File: config.mk
export PLATFORM = sky130hd
export DESIGN_NAME = mix_char_out
export DESIGN_NICKNAME = d
export VERILOG_FILES = /design/src/rtl/mix_char_out.sv
export SDC_FILE = /design/constraint.sdc
export NUM_CORES = 1
export LEC_CHECK = 0
export CAP_MARGIN = 5
export CORE_ASPECT_RATIO = 1.75
export CORE_MARGIN = 4
export CORE_UTILIZATION = 44
export DETAILED_ROUTE_END_ITERATION = 7
export GPL_ROUTABILITY_DRIVEN = 0
export PLACE_DENSITY = 0.63
export SLEW_MARGIN = 20
export SYNTH_ARGS = -nofsm -noshare
export SYNTH_HDL_FRONTEND = slang
export SYNTH_SLANG_ARGS = --single-unit
File: constraint.sdc
create_clock -name i_clk -period 3.2 [get_ports i_clk]
set_input_delay 0.8 -clock i_clk [delete_from_list [all_inputs] [get_ports i_clk]]
set_output_delay 0.8 -clock i_clk [all_outputs]
set_load 0.02 [all_outputs]
File: src/rtl/mix_char_out.sv
// ---------------------------------------------------------------------------
// mix_char_out
// MIX character output unit (teletype, unit 19). On a start request it reads
// a block of MIX words from main memory, splits each word into five 6-bit
// MIX character codes, translates them to ASCII and sends them on a UART 8N1
// line. An optional CR LF follows each block.
//
// Ports:
//   i_clk        system clock, rising edge
//   i_reset      synchronous active-low reset
//   i_start      one-cycle print request, accepted only while idle
//   i_start_addr address of the first word of the block
//   o_mem_rd     one-cycle memory read strobe
//   o_mem_addr   read address, valid while o_mem_rd is high
//   i_mem_data   memory word, valid the cycle after o_mem_rd
//   o_tx         UART serial output, idle high
//   o_busy       high while a block is being printed
//   o_done       one-cycle pulse on the cycle o_busy falls
// ---------------------------------------------------------------------------
module mix_char_out #(
   parameter int BLOCK_WORDS  = 14,
   parameter int CLKS_PER_BIT = 434,
   parameter int EOL          = 1
) (
   input  logic        i_clk,
   input  logic        i_reset,
   input  logic        i_start,
   input  logic [11:0] i_start_addr,
   output logic        o_mem_rd,
   output logic [11:0] o_mem_addr,
   input  logic [30:0] i_mem_data,
   output logic        o_tx,
   output logic        o_busy,
   output logic        o_done
);

   localparam int CW = (CLKS_PER_BIT > 1) ? $clog2(CLKS_PER_BIT) : 1;

   typedef enum logic [3:0] {
      IDLE, READ, CAPTURE, LOAD, START, DATA, STOP, EOL_CR, EOL_LF
   } stateT;

   stateT       r_state;
   logic [CW-1:0] r_clkCnt;
   logic [2:0]  r_bitIdx;
   logic [2:0]  r_charIdx;
   logic [11:0] r_wordCnt;
   logic [29:0] r_wordReg;
   logic [7:0]  r_shift;
   logic [1:0]  r_eolPhase;
   logic        r_memRd;
   logic [11:0] r_memAddr;
   logic        r_tx;
   logic        r_busy;
   logic        r_done;

   logic [7:0]  w_char;
   logic        w_bitEnd;

   // MIX character code to ASCII; delta, sigma, pi and unassigned codes
   // print as '?'.
   function automatic logic [7:0] mixToAscii(input logic [5:0] code);
      logic [7:0] c8;
      logic [7:0] res;
      c8  = {2'b00, code};
      res = 8'h3F;
      if (code == 6'd0)
         res = 8'h20;
      else if (code <= 6'd9)
         res = c8 + 8'h40;
      else if (code >= 6'd11 && code <= 6'd19)
         res = c8 + 8'h3F;
      else if (code >= 6'd22 && code <= 6'd29)
         res = c8 + 8'h3D;
      else if (code >= 6'd30 && code <= 6'd39)
         res = c8 + 8'h12;
      else begin
         case (code)
            6'd40:   res = 8'h2E;
            6'd41:   res = 8'h2C;
            6'd42:   res = 8'h28;
            6'd43:   res = 8'h29;
            6'd44:   res = 8'h2B;
            6'd45:   res = 8'h2D;
            6'd46:   res = 8'h2A;
            6'd47:   res = 8'h2F;
            6'd48:   res = 8'h3D;
            6'd49:   res = 8'h24;
            6'd50:   res = 8'h3C;
            6'd51:   res = 8'h3E;
            6'd52:   res = 8'h40;
            6'd53:   res = 8'h3B;
            6'd54:   res = 8'h3A;
            6'd55:   res = 8'h27;
            default: res = 8'h3F;
         endcase
      end
      return res;
   endfunction

   // The word register is shifted left after each character, so the next
   // character code is always in its top six bits.
   assign w_char   = mixToAscii(r_wordReg[29:24]);
   assign w_bitEnd = (r_clkCnt == CW'(CLKS_PER_BIT - 1));

   // Sequencer: memory fetch, character unpacking and the UART bit timing
   // all live in this one block; every output is registered here.
   always_ff @(posedge i_clk) begin
      if (!i_reset) begin
         r_state    <= IDLE;
         r_clkCnt   <= '0;
         r_bitIdx   <= '0;
         r_charIdx  <= '0;
         r_wordCnt  <= '0;
         r_wordReg  <= '0;
         r_shift    <= '0;
         r_eolPhase <= '0;
         r_memRd    <= 1'b0;
         r_memAddr  <= '0;
         r_tx       <= 1'b1;
         r_busy     <= 1'b0;
         r_done     <= 1'b0;
      end else begin
         r_done  <= 1'b0;
         r_memRd <= 1'b0;
         case (r_state)
            IDLE: begin
               // A start coinciding with the done pulse is dropped.
               if (i_start && !r_done) begin
                  r_memAddr  <= i_start_addr;
                  r_wordCnt  <= '0;
                  r_eolPhase <= '0;
                  r_busy     <= 1'b1;
                  r_memRd    <= 1'b1;
                  r_state    <= READ;
               end
            end
            READ: begin
               r_state <= CAPTURE;
            end
            CAPTURE: begin
               r_wordReg <= i_mem_data[29:0];
               r_charIdx <= '0;
               r_state   <= LOAD;
            end
            LOAD: begin
               r_shift    <= w_char;
               r_wordReg  <= {r_wordReg[23:0], 6'd0};
               r_eolPhase <= 2'd0;
               r_clkCnt   <= '0;
               r_tx       <= 1'b0;
               r_state    <= START;
            end
            EOL_CR: begin
               r_shift    <= 8'h0D;
               r_eolPhase <= 2'd1;
               r_clkCnt   <= '0;
               r_tx       <= 1'b0;
               r_state    <= START;
            end
            EOL_LF: begin
               r_shift    <= 8'h0A;
               r_eolPhase <= 2'd2;
               r_clkCnt   <= '0;
               r_tx       <= 1'b0;
               r_state    <= START;
            end
            START: begin
               if (w_bitEnd) begin
                  r_clkCnt <= '0;
                  r_bitIdx <= '0;
                  r_tx     <= r_shift[0];
                  r_shift  <= {1'b0, r_shift[7:1]};
                  r_state  <= DATA;
               end else begin
                  r_clkCnt <= r_clkCnt + 1'b1;
               end
            end
            DATA: begin
               if (w_bitEnd) begin
                  r_clkCnt <= '0;
                  if (r_bitIdx == 3'd7) begin
                     r_tx    <= 1'b1;
                     r_state <= STOP;
                  end else begin
                     r_bitIdx <= r_bitIdx + 1'b1;
                     r_tx     <= r_shift[0];
                     r_shift  <= {1'b0, r_shift[7:1]};
                  end
               end else begin
                  r_clkCnt <= r_clkCnt + 1'b1;
               end
            end
            STOP: begin
               if (w_bitEnd) begin
                  r_clkCnt <= '0;
                  if (r_eolPhase == 2'd1) begin
                     r_state <= EOL_LF;
                  end else if (r_eolPhase == 2'd2) begin
                     r_busy  <= 1'b0;
                     r_done  <= 1'b1;
                     r_state <= IDLE;
                  end else if (r_charIdx < 3'd4) begin
                     r_charIdx <= r_charIdx + 1'b1;
                     r_state   <= LOAD;
                  end else if (r_wordCnt < 12'(BLOCK_WORDS - 1)) begin
                     r_wordCnt <= r_wordCnt + 1'b1;
                     r_memAddr <= r_memAddr + 1'b1;
                     r_memRd   <= 1'b1;
                     r_state   <= READ;
                  end else if (EOL != 0) begin
                     r_state <= EOL_CR;
                  end else begin
                     r_busy  <= 1'b0;
                     r_done  <= 1'b1;
                     r_state <= IDLE;
                  end
               end else begin
                  r_clkCnt <= r_clkCnt + 1'b1;
               end
            end
            default: begin
               r_state <= IDLE;
            end
         endcase
      end
   end

   assign o_mem_rd   = r_memRd;
   assign o_mem_addr = r_memAddr;
   assign o_tx       = r_tx;
   assign o_busy     = r_busy;
   assign o_done     = r_done;

endmodule

Word level (Yosys, flattened, before mapping)
Memory sizes are Yosys's and may differ from the RTL's. A register that Yosys moved wholly into a read port is not among the register bits.
Cells that the tools add are included.
{"block": "totals", "n_memories": 1, "mem_bits_ro": 448, "in_bits": 46, "out_inout_bits": 16, "register_bits": 87, "word_cells": 151}
{"name": "(no name shown)", "depth": 64, "word_bits": 7, "rd": 1, "rd_ports_with_merged_regs": 1, "wr": 0, "line": "78", "source": "case (code)"}
{"block": "classes", "bitwise_logic": 3, "eq_ne": 24, "n_lt_le_gt_ge": 9, "reduce_logical": 26, "addsub": 9, "mux": 66}
{"operator": "$mux W12", "count": 12}
{"operator": "$mux W8", "count": 8}
{"operator": "$pmux W30 S2", "count": 1}
{"operator": "$pmux W12 S2", "count": 2}
{"operator": "$pmux W8 S5", "count": 1}
{"operator": "$mux W3", "count": 10}
{"operator": "$pmux W4 S7", "count": 1}
{"operator": "$add A12 B1 Y12 const B", "count": 2}
{"operator": "$mux W4", "count": 6}
{"operator": "$ne A2 B2 Y1 const B", "count": 12}
{"operator": "$pmux W9 S2", "count": 1}
{"operator": "$eq A4 B3 Y1 const B", "count": 4}
{"operator": "$reduce_and A5 Y1", "count": 3}
{"operator": "$add A6 B6 Y7 const B", "count": 2}
{"operator": "$mux W1", "count": 14}
{"operator": "$ge A6 B5 Y1 const B", "count": 2}
{"operator": "$le A6 B5 Y1 const B", "count": 2}
{"operator": "$lt A12 B4 Y1 const B", "count": 1}
{"operator": "$mux W6", "count": 2}
{"operator": "$pmux W3 S2", "count": 2}
{"operator": "$reduce_bool A2 Y1", "count": 5}
{"operator": "$add A9 B1 Y9 const B", "count": 1}
{"operator": "$eq A9 B9 Y1 const B", "count": 1}
{"operator": "$mux W9", "count": 1}
{"operator": "31 further kinds", "count": 41}

Depth between registers and ports, before layout
{"block": "logic_depth", "ltp_word": 8, "ltp_mapped": 12, "depth_no_buf": 10}

Worst setup path after synthesis
No wires, ideal clock.
{"block": "synth_path", "kind": "register -> register", "from": "register r_state[1]", "to": "register (tool-made name)", "path_slack_ns": 0.784, "n_path_buf": 1, "required_time_ns": 3.078, "period_less_slack_ns": 2.416, "setup_time_ns": 0.122, "arrival_time_ns": 2.294, "path_stages_with_launch": 9, "cell_sequence": "dfxtp_1 > or3b_2 > clkbuf_1 > a21oi_1 > nor2_1 > ha_1 > or4_1 > o21ai_0 > nand2_1"}
{"element": "from (decl)", "line": "43", "source": "stateT r_state;"}
{"element": "from (signal assigned)", "line": "110", "source": "r_state <= IDLE;"}
{"element": "from (signal assigned)", "line": "135", "source": "r_state <= READ;"}
{"element": "from (signal assigned)", "line": "139", "source": "r_state <= CAPTURE;"}

==> impl_metrics.toml <==
[run_status]
status = "complete, no violations"

[timing]
fin_crit_sh = 0.814
fmax_mhz = 384
setup_viol = 0
timing.final.crit_period_ns = 2.61
skew_ns = 0.00903
setup_ws_ns = 0.595
drv_slew = 0
rsz0062_at_grt = "no"
hold_ws_ns = 0.452
fin_setup_tns_ns = 0
worstMarginPinSlew_ns = 0.791
hold_viol_final = 0
relSlewSlack = 0.468

[cts]
htree_levels = 3
cts_tree = "done"
post-cts-setup-buffers = 0
cts_buffers = 9
clk_pin_slew_worst_paths_ns = 0.07
ctsRootBufferMaster = "clkbuf_16"
cts.sinks = 93
clockBufferDepth = 2
insertion_delay_ns = 0.35
holdBufCountCts = 0
cts-resized-gates = 0

[logic_synthesis]
syn_inst = 631
synth-seq-cells = 93
ys_seq_area_frac = 0.365
synth_nets = 700
yosysTopAreaCellShare = 0.365
synthFlopType = "dfxtp_1"
synth_top_area_cell = "dfxtp_1"
synth_area_sq_um = 5100
synth.area.top_cells = "dfxtp_1 37%, nor2_1 5.7%, ha_1 5.6%, mux2i_1 5.5%, a21oi_1 5.3%"
synth_cell_types = 67
synth_edf_count = 0
syn_avg_cell_area_sq_um = 8.08
synthArstFlopShare = 0
yosys_warnings = 0

[route]
first_iter_violations = 231
drt-wirelength-per-cell_um = 16.0
vias = 4705
postRouteAntennaNets = 0
routed_wl_mm = 13.1
drc_errors = 0
first_pass_iters = 4
viasPerCell = 5.74

[global_route]
grt_pass1_vias = 4751
top_usage_layer = "met2"
use_met2 = 0.386
grt.total_usage = 0.204
grt_max_degree = 43
grt_pass1_wl_mm = 21.7
antenna_found_initial = 0
met3_usage = 0.0225
overflow = 0
use_met1 = 0.207

[placed_design]
placed_cell_area_sq_um = 5870
port_buffers = 60
dp_cells = 803
post-dp-hpwl_mm = 9.76
place_ws_ns = 0.377

[power]
p_switching_mw = 1.83
switching_share = 0.391
p_int_mw = 2.85
powerDensity_nw_per_um2 = 759
ir_worst_vdd_v = 0.000542
total_power_mw = 4.69
combPwrFrac = 0.421
seqPwrFrac = 0.344
clkPwrFrac = 0.235
total_leakage_power_nw = 2.26

[layout]
final_util = 0.550
finalInstanceArea_sq_um = 6170
nets = 751
diodes = 0
drive_gt1_frac = 0.0771
area_growth_pct = 21.1
layout_commonest_cell = "dfxtp_1"
final_cell_mix = "92 x dfxtp_1, 77 x nor2_1, 60 x clkdlybuf4s50_1, 54 x nand2_1, 54 x a21oi_1"
fin_cells = 819

[worst_hold_path]
worstHoldStart = "r_wordReg[4]"
hold_path.class = "register to register"

[floorplanning]
fp.dieW_um = 89.4
dieHeight_um = 150
core_sq_um = 11200
ioPinCount = 62
rows = 51
fp.dieArea_sq_um = 13400
start_util = 0.454

[setup_path]
required_ns = 3.42
critPathKind = "register to register"
worst_setup_path_end_kind = "register"
r2r-start = "r_state[0]"
max_stage_delay_ns = 0.65
path_cells = "buf_12, mux2_2, mux2i_1, nand2b_1, nor2_1, a211oi_1, o21ai_0"
crit_slowest_cell = "dfxtp_2"
path_max_fanout = 24
cp-start-kind = "register"
crit_start = "r_state[0]"
path_buf_inv = 1
worst_ep_arrival_time_ns = 2.82
crit_family = "multiplexers"

[run]
max-cap-violations = 0
-- flip-flops by register name (all words and copies together) (netlist names), 2 cells and up, named ones only --
signal      count
r_wordReg      30
o_mem_addr     12
r_wordCnt      12
r_clkCnt        9
r_shift         7
r_state         4
r_bitIdx        3
r_charIdx       3
r_eolPhase      2
-- power groups by stage --
| stage | Combinational (mW) | Clock [mW] | Sequential (mW) |
|---|---|---|---|
| after floorplan | 1.32 | 0 | 1.65 |
| after global routing | 2.22 | 1.16 | 1.64 |
| final | 1.97 | 1.10 | 1.61 |
| after CTS | 1.98 | 1.12 | 1.61 |
| after global placement | 1.93 | 0 | 1.63 |
| after detailed placement | 1.98 | 0 | 1.63 |
-- cell families after synthesis --
| kind of cell | Yosys count | synth area share |
|---|---|---|
| AO/OA/AOI/OAI | 173 | 0.222 |
| XOR/XNOR | 6 | 0.0103 |
| adder cells (fa/ha/maj) | 23 | 0.0564 |
| buffers and inverters | 64 | 0.0505 |
| flip-flops | 93 | 0.365 |
| multiplexers | 32 | 0.0638 |
| AND/OR/NAND/NOR | 240 | 0.232 |
-- cell type report --
| class | count | area, sq um |
|---|---|---|
| clock buffers | 11 | 243 |
| flip-flops and latches | 93 | 1860 |
| multi-input cells | 474 | 2990 |
| clock inverters | 5 | 65.1 |
| well taps | 132 | 165 |
| fillers | 1084 | 5060 |
| repair buffers | 78 | 748 |
| inverters | 26 | 97.6 |
-- worst register-to-register path: stages (launching register included) --
cell      delay, ns
dfxtp_2        0.65
buf_12         0.27
mux2_2         0.38
mux2i_1        0.38
nand2b_1       0.33
nor2_1         0.07
a211oi_1       0.27
o21ai_0        0.12
-- routing by layer --
layer	up-vias	wire [um]	share of wire
met2	121	7110	0.54
met5	-	0	0
li1	2385	-	-
met1	2163	4960	0.38
met4	0	504	0.038
met3	36	513	0.039
-- synth_stat cells (all sizes together) (5+ instances only) --
library cell,number
or4,5
o31ai,9
buf,13
o211ai,9
nand2,55
o21ai,27
a21oi,54
ha,23
nor4,8
nand3,20
nor2,77
dfxtp,93
a211oi,25
nor3,15
inv,26
mux2i,28
a31oi,9
clkbuf,25
and2,12
nand2b,9
nor3b,7
nor2b,6
and3,7
-- worst paths after layout --
check	endpoint	slack, ns	cells after the start
worst min register to register	r_wordReg[4]	0.45	2
worst max register to register	register	0.59	7
worst min-delay path	r_wordReg[4]	0.45	2
worst max-delay path	register	0.59	7
No activity file was read; power rests on OpenSTA's default activity.
